`src/rtl/pit_pkg.sv`:
```
// rtl/pit_pkg.sv - shared encodings and field positions for the 8254 counter host-access stage
package pit_pkg;

    typedef enum logic [1:0] {
        RW_LATCH   = 2'b00,
        RW_LSB     = 2'b01,
        RW_MSB     = 2'b10,
        RW_LSB_MSB = 2'b11
    } rw_e;

    localparam logic [1:0] ADDR_CW = 2'b11;

    // Control word fields
    localparam int CW_SC_HI  = 7;
    localparam int CW_SC_LO  = 6;
    localparam int CW_RW_HI  = 5;
    localparam int CW_RW_LO  = 4;
    localparam int CW_M_HI   = 3;
    localparam int CW_M_LO   = 1;
    localparam int CW_BCD    = 0;

    // Status byte fields; the low six bits mirror the control word
    localparam int STATUS_OUT  = 7;
    localparam int STATUS_NULL = 6;

    // Read-back command fields
    localparam logic [1:0] RB_CMD       = 2'b11;
    localparam int         RB_NO_COUNT  = 5;
    localparam int         RB_NO_STATUS = 4;
    localparam int         RB_SEL_BASE  = 1;
    localparam int         RB_RSVD      = 0;

    function automatic logic [7:0] pick_byte(input logic [15:0] word, input logic msb);
        return msb ? word[15:8] : word[7:0];
    endfunction

endpackage

```
`src/rtl/pit_rd_byte_sel.sv`:
```
// rtl/pit_rd_byte_sel.sv - read source priority (status > output latch > live) and LSB/MSB select
module pit_rd_byte_sel
    import pit_pkg::*;
(
    input  rw_e         rw,
    input  logic        rptr,
    input  logic        st_valid,
    input  logic [7:0]  st,
    input  logic        ol_valid,
    input  logic [15:0] ol,
    input  logic [15:0] live,
    output logic [7:0]  rd_byte
);

    logic [15:0] src;
    logic        msb;

    always_comb begin
        src = ol_valid ? ol : live;
        // Unprogrammed (RW=00) counters fall back to showing the LSB
        msb = (rw == RW_MSB) || ((rw == RW_LSB_MSB) && rptr);
        rd_byte = st_valid ? st : pick_byte(src, msb);
    end

endmodule

```
`src/rtl/pit_counter_rw.sv`:
```
// rtl/pit_counter_rw.sv - 8254 per-counter host access: CW/CR writes, latches, byte-sequenced reads; PIT_READBACK_EN adds read-back
module pit_counter_rw
    import pit_pkg::*;
#(
    parameter logic [1:0] COUNTER_ID = 2'b00
) (
    input  logic        clk,
    input  logic        reset,
    input  logic        CS,
    input  logic        RD,
    input  logic        WR,
    input  logic [1:0]  A,
    input  logic [7:0]  d_in,
    output logic [7:0]  d_out,
    output logic        d_oe,
    input  logic [15:0] current_count,
    input  logic        OUT,
    input  logic        load_new_count,
    output logic [7:0]  control_word,
    output logic [15:0] initial_count,
    output logic        cr_written,
    output logic        null_count,
    output logic [7:0]  statusByte
);

    logic        wr_q, w_cs_q;
    logic [1:0]  w_a_q;
    logic [7:0]  w_d_q;
    logic        rd_q, r_cs_q;
    logic [1:0]  r_a_q;

    logic        wptr, rptr;
    logic        ol_valid;
    logic [15:0] ol;
    logic        st_valid;
    logic [7:0]  st;

    rw_e         rw;
    logic        write_commit, read_commit;
    logic        cw_hit, cw_load, cnt_latch_cmd, data_wr, data_complete;
    logic        rb_cnt;
    logic [7:0]  rd_byte;

    assign rw = rw_e'(control_word[CW_RW_HI:CW_RW_LO]);

    // Bus cycles commit on the rising edge of the strobe, using what was captured while it was low
    assign write_commit = !wr_q && WR && !w_cs_q;
    assign read_commit  = !rd_q && RD && !r_cs_q && (r_a_q == COUNTER_ID);

    assign cw_hit        = write_commit && (w_a_q == ADDR_CW) && (w_d_q[CW_SC_HI:CW_SC_LO] == COUNTER_ID);
    assign cw_load       = cw_hit && (w_d_q[CW_RW_HI:CW_RW_LO] != RW_LATCH);
    assign cnt_latch_cmd = cw_hit && (w_d_q[CW_RW_HI:CW_RW_LO] == RW_LATCH);
    assign data_wr       = write_commit && (w_a_q == COUNTER_ID);
    assign data_complete = data_wr && ((rw == RW_LSB) || (rw == RW_MSB) || ((rw == RW_LSB_MSB) && wptr));

    assign statusByte = {OUT, null_count, control_word[CW_RW_HI:CW_RW_LO],
                         control_word[CW_M_HI:CW_M_LO], control_word[CW_BCD]};

`ifdef PIT_READBACK_EN
    localparam int RB_SEL_BIT = RB_SEL_BASE + int'(COUNTER_ID);

    logic rb_hit;

    assign rb_hit = write_commit && (w_a_q == ADDR_CW) && (w_d_q[CW_SC_HI:CW_SC_LO] == RB_CMD)
                    && w_d_q[RB_SEL_BIT] && !w_d_q[RB_RSVD];
    assign rb_cnt = rb_hit && !w_d_q[RB_NO_COUNT];

    always_ff @(posedge clk) begin
        if (reset) begin
            st_valid <= 1'b0;
            st       <= 8'h00;
        end else if (cw_load) begin
            st_valid <= 1'b0;
        end else if (read_commit && st_valid) begin
            st_valid <= 1'b0;
        end else if (rb_hit && !w_d_q[RB_NO_STATUS] && !st_valid) begin
            st_valid <= 1'b1;
            st       <= statusByte;
        end
    end
`else
    assign rb_cnt   = 1'b0;
    assign st_valid = 1'b0;
    assign st       = 8'h00;
`endif

    always_ff @(posedge clk) begin
        if (reset) begin
            wr_q          <= 1'b1;
            w_cs_q        <= 1'b1;
            w_a_q         <= 2'b00;
            w_d_q         <= 8'h00;
            rd_q          <= 1'b1;
            r_cs_q        <= 1'b1;
            r_a_q         <= 2'b00;
            control_word  <= 8'h00;
            initial_count <= 16'h0000;
            cr_written    <= 1'b0;
            null_count    <= 1'b1;
            wptr          <= 1'b0;
            rptr          <= 1'b0;
            ol_valid      <= 1'b0;
            ol            <= 16'h0000;
        end else begin
            wr_q <= WR;
            if (!WR) begin
                w_cs_q <= CS;
                w_a_q  <= A;
                w_d_q  <= d_in;
            end
            rd_q <= RD;
            if (!RD) begin
                r_cs_q <= CS;
                r_a_q  <= A;
            end

            cr_written <= data_complete;

            // A completed write wins over a simultaneous CR->CE transfer
            if (cw_load || data_complete)
                null_count <= 1'b1;
            else if (load_new_count)
                null_count <= 1'b0;

            if (cw_load) begin
                control_word <= w_d_q;
                wptr         <= 1'b0;
                rptr         <= 1'b0;
                ol_valid     <= 1'b0;
            end else begin
                if (data_wr) begin
                    case (rw)
                        RW_LSB: initial_count <= {8'h00, w_d_q};
                        RW_MSB: initial_count <= {w_d_q, 8'h00};
                        RW_LSB_MSB: begin
                            if (wptr)
                                initial_count[15:8] <= w_d_q;
                            else
                                initial_count[7:0] <= w_d_q;
                            wptr <= !wptr;
                        end
                        default: ;
                    endcase
                end

                if (read_commit && !st_valid) begin
                    if (rw == RW_LSB_MSB) begin
                        rptr <= !rptr;
                        if (rptr)
                            ol_valid <= 1'b0;
                    end else if (rw != RW_LATCH) begin
                        ol_valid <= 1'b0;
                    end
                end

                if ((cnt_latch_cmd || rb_cnt) && !ol_valid) begin
                    ol       <= current_count;
                    ol_valid <= 1'b1;
                end
            end
        end
    end

    pit_rd_byte_sel u_rd_byte_sel (
        .rw       (rw),
        .rptr     (rptr),
        .st_valid (st_valid),
        .st       (st),
        .ol_valid (ol_valid),
        .ol       (ol),
        .live     (current_count),
        .rd_byte  (rd_byte)
    );

    assign d_oe  = !reset && !CS && !RD && WR && (A == COUNTER_ID);
    assign d_out = d_oe ? rd_byte : 8'h00;

endmodule

```
`config.mk`:
```
export PLATFORM = sky130hd
export DESIGN_NAME = pit_counter_rw
export DESIGN_NICKNAME = d
export VERILOG_FILES = /design/src/rtl/pit_pkg.sv /design/src/rtl/pit_rd_byte_sel.sv /design/src/rtl/pit_counter_rw.sv
export SDC_FILE = /design/constraint.sdc
export NUM_CORES = 1
export LEC_CHECK = 0
export CORE_MARGIN = 4
export CORE_UTILIZATION = 48
export DETAILED_ROUTE_END_ITERATION = 6
export GPL_TIMING_DRIVEN = 0
export MAX_ROUTING_LAYER = met4
export PLACE_DENSITY = 0.78
export SLEW_MARGIN = 25
export SYNTH_ARGS = -nofsm -noshare
export SYNTH_HDL_FRONTEND = slang
export SYNTH_HIERARCHICAL = 1
export SYNTH_SLANG_ARGS = --single-unit
```
`constraint.sdc`:
```
create_clock -name clk -period 3.6 [get_ports clk]
set_input_delay 0.72 -clock clk [delete_from_list [all_inputs] [get_ports clk]]
set_output_delay 0.72 -clock clk [all_outputs]
set_load 0.03 [all_outputs]
```
# Yosys cells after proc, flatten, opt, wreduce, memory -nomap -nowiden
# Cells that the tools add are included.
# totals
register_bits	61
mem_bits_ro	0
output_inout_bits	43
latch_bits	0
mem_count	0
ram_bits	0
input_bits	33
# classes
order_cmp	0
bitwise	1
div_mod_pow	0
n_mul	0
shifts	0
add_sub_neg	0
n_reduce_logical	50
mux	11
n_eq_ne	7
# ops
operator	n
16-bit case mux with 3 select lines	1
8-bit two-way mux	4
1-bit logical AND	18
16-bit two-way mux	1
1-bit logical NOT	10
2-bit logical NOT	5
4-bit AND reduction	2
2-bit == test (second input constant)	3
2-bit AND reduction	3
2-bit nonzero test	3
3-bit nonzero test	2
1-bit two-way mux	5
1-bit logical OR	4
2-bit != test (second input constant)	2
2-bit OR reduction	2
3-bit by 2-bit != test with 1-bit output (second input constant)	1
3-bit AND reduction	1
2-bit by 1-bit == test with 1-bit output (second input constant)	1
1-bit inverter	1

# Longest topological paths before layout
# logic_depth
depth_word	9
depth_mapped	6

# Cells and area by module
# Netlist, hierarchy kept.
# by_module_without_submodules
module	cells_each	area_each_um2	seq_area_each_um2	n_inst
pit_counter_rw	301	2780.2	1221.2	1
pit_rd_byte_sel	55	395.4	0.0	1

# Least setup slack after synthesis
# No wires, ideal clock.
# synth_path
kind	input port to output port
from	input RD
to	output d_out[0]
t_arrival_ps	2248
path_slack_ps	632
cell_stages	3
path_buffers	0
cell_sequence	or2_2 nor4_2 and2_1
# synth_between
elab_chain_cells	5
# synth_rtl
item	line	rtl
start, declared	pit_counter_rw.sv:10	input logic RD,
1-bit logical NOT	pit_counter_rw.sv:175	assign d_oe = !reset && !CS && !RD && WR && (A == COUNTER_ID);
1-bit logical AND (3 in series)	pit_counter_rw.sv:175	
via d_oe	pit_counter_rw.sv:15	output logic d_oe,
8-bit two-way mux	pit_counter_rw.sv:176	assign d_out = d_oe ? rd_byte : 8'h00;
end, declared	pit_counter_rw.sv:14	output logic [7:0] d_out,
# The timed path passes the listed nets, and every way through them passes these cells.

# Worst setup path in the final report
# layout_path
from	input RD
to	output d_out[1]
# layout_between
elab_chain_cells	5
# layout_rtl
item	line
1-bit logical NOT	pit_counter_rw.sv:175
1-bit logical AND (3 in series)	pit_counter_rw.sv:175
8-bit two-way mux	pit_counter_rw.sv:176
# Every way passes these cells.

==> impl_metrics.toml <==
[outcome]
status = "finished clean"

[drt]
ant_nets = 0
drc = 0
drt-initial-drc-count = 172
first_pass_iters = 4
wire_per_inst_um = 16.7
drt_wl_total_um = 8860
via_per_inst = 5.77
via_count = 3063

[layout]
post-route-util = 0.666
drive_gt1_frac = 0.156
diodes = 0
nets = 486
area_delta_synth_final_pct = 33.8

[die]
core_area_um2 = 6390
start_util = 0.497
die_area_um2 = 7980
io_pins = 76
die_h_um = 89.3
rows = 29
dieWidth_um = 89.3

[placed_design]
dp_worst_setup_slack_ns = -0.245
hpwl_um = 6340
port_buffers = 73
gp_congestion = 0.847

[sta]
finalCritPeriodShare = 0.980
fmax_ghz = 0.283
fin_crit_ns = 3.53
setup_viol = 0
tns_ns = 0
finalWorstSetupSlack_ns = 0.0719
skew_ns = 0.0116
slew_viol_final = 0
slew_headroom = 0.493
whs_ns = 0.426
worstMarginPinSlew_ns = 0.760
hold_violations = 0

[power_and_ir_drop]
p_leak_uw = 0.00154
irDropWorstVdd_v = 0.000211
p_per_area_nw_per_um2 = 342
power_uw = 1450

[worst_setup_path]
cp_cell_sequence = "clkdlybuf4s50_1 > or2_2 > nor4_4 > buf_4 > and2_1 > clkdlybuf4s50_1"
startpoint_type = "primary input"
path_max_fanout = 9
cpMostUsedCell = "clkdlybuf4s50_1"
worstSetupPathType = "primary input to primary output"
critPathSlowestCell = "clkdlybuf4s50_1"
crit_path_end_kind = "primary output"
cp.required_ns = 2.88
worstPathArrival_ns = 2.81
cpPeakStageDelay_ns = 0.67

[clock_tree]
h-tree-depth = 3
ctsHoldBuffers = 0
clk_pin_slew_ns = 0.07
clockBufferDepth = 2
cts.sink_count = 61
clockRootBuffer = "clkbuf_8"
cts_made_buffers = 9
cts_tree = "built"
clk_latency_ns = 0.35

[global_routing]
grt_usage = 0.235
grt_start_max_net_pins = 19
antenna_found_initial = 0
grt_pass1_vias = 2929
grt_pass1_wl_um = 14000
overflow = 0

[logic_synthesis]
ys_seq_area_frac = 0.385
synth-main-ff-cell = "dfxtp_1"
syn_inst = 356
synthArstFlopShare = 0
synth_area_leaders = "dfxtp_1 38%, mux2i_1 8.2%, a31o_2 6.9%, a311oi_1 6.6%, o31ai_1 4.0%"
syn-cell-area_um2 = 3180
netlist.area_leader.share = 0.385
avgSynthCellArea_um2 = 8.92
synth_cell_types = 41
synth_edf_count = 0
ys_seq_elements = 61
yosysTopAreaCell = "dfxtp_1"
ys.warnings.count = 6

[hold_path]
min_path_type = "flip-flop to flip-flop"

[job]
cap_violations = 0
[through the flow]
stage          instance area [um2]  std cells
2_1_floorplan                 3210        364
3_5_place_dp                  4030        514
5_1_grt                       4250        531
3_3_place_gp                  4030        514
4_1_cts                       4240        530
6_report                      4250        531
[state kept, by name, indices dropped and copies added (netlist names)]
| register | cells |
|---|---|
| wptr | 1 |
| null_count | 1 |
| r_cs_q | 1 |
| w_a_q | 2 |
| initial_count | 16 |
| rptr | 1 |
| ol_valid | 1 |
| rd_q | 1 |
| r_a_q | 2 |
| w_cs_q | 1 |
| control_word | 8 |
| w_d_q | 8 |
| cr_written | 1 |
| ol | 16 |
| wr_q | 1 |
[layout by cell type, fill, tap and decap left out, drive strengths merged, types with 4 or more instances in the layout]
| cell type | netlist | routed |
|---|---|---|
| or4 | 8 | 8 |
| nor2b | 6 | 6 |
| nor2 | 17 | 17 |
| a221oi | 8 | 8 |
| nand3 | 4 | 4 |
| o21ai | 5 | 5 |
| and3 | 10 | 10 |
| buf | 25 | 26 |
| clkdlybuf4s50 | 0 | 73 |
| a311oi | 24 | 24 |
| conb | 1 | 9 |
| and2 | 8 | 8 |
| inv | 30 | 30 |
| nand2b | 4 | 4 |
| a31o | 25 | 25 |
| o31ai | 18 | 18 |
| a21oi | 13 | 13 |
| and2b | 4 | 4 |
| mux2i | 26 | 26 |
| clkbuf | 14 | 25 |
| nand2 | 23 | 23 |
| dfxtp | 61 | 61 |
| ha | 4 | 4 |
[worst max-delay path, delay by kind of cell]
kind          cells  cell delay [ns]
simple gates      3             0.71
buf+inv           3             1.37
[layout make-up]
type / count / area (um2)
Tap cell: 77 / 96.3
Clock inverter: 5 / 60.1
Buffer: 39 / 206
Multi-Input combinational cell: 234 / 1670
Clock buffer: 11 / 141
Sequential cell: 61 / 1220
Fill cell: 520 / 2140
Timing Repair Buffer: 74 / 738
Inverter: 30 / 113
[power by group]
group          internal, uW  switching [uW]  total, uW
Clock                   340             277        616
Combinational          65.2            73.1        138
Sequential              686            13.3        699
[kinds of logic (layout without fill, tap and decap cells)]
| logic type | Yosys count | count (layout) | share of synthesized area |
|---|---|---|---|
| flops | 61 | 61 | 0.385 |
| simple gates | 100 | 100 | 0.181 |
| buf+inv | 69 | 159 | 0.100 |
| other cells | 1 | 9 | 0.00118 |
| mux | 26 | 26 | 0.0820 |
| fa+ha+maj | 4 | 4 | 0.0158 |
| compound gates | 95 | 95 | 0.235 |
[cell usage after synthesis (all sizes together) (2+ instances only)]
cell type / count
a21oi: 13
a221oi: 8
a311oi: 24
a31o: 25
and2: 8
and2b: 4
and3: 10
buf: 25
clkbuf: 14
dfxtp: 61
ha: 4
inv: 30
mux2i: 26
nand2: 23
nand2b: 4
nand3: 4
nor2: 17
nor2b: 6
nor3: 3
o21ai: 5
o31ai: 18
or2: 2
or3: 2
or4: 8
[timing repair]
| action | 4_1_cts | 5_1_grt |
|---|---|---|
| gates resized for setup | 1 | 0 |
| cloned | 0 | 0 |
| endpoints found under the setup margin | 9 | 8 |
| buffers inserted | 0 | 1 |
| pin swaps | 1 | 1 |
| hold endpoints to repair | 0 | 0 |
[path summary, 6_finish.rpt]
path,startpoint,to,slack [ns],cells after the start
setup reg to reg,control_word[5]$_SDFFE_PP0P_,initial_count[3]$_SDFFE_PP0P_,1.09,6
hold / removal,control_word[7]$_SDFFE_PP0P_,control_word[7]$_SDFFE_PP0P_,0.43,2
hold reg to reg,control_word[7]$_SDFFE_PP0P_,control_word[7]$_SDFFE_PP0P_,0.43,2
setup / recovery,RD,d_out[1],0.07,6
[per-layer routing]
| metal | part of all wire | track usage | routed length (um) |
|---|---|---|---|
| met1 | 0.44 | 0.283 | 3880 |
| met2 | 0.49 | 0.382 | 4350 |
| met3 | 0.053 | 0.0479 | 468 |
| met4 | 0.018 | 0.0988 | 159 |
| met5 | 0 | - | 0 |
(Power assumes the default switching activity.)
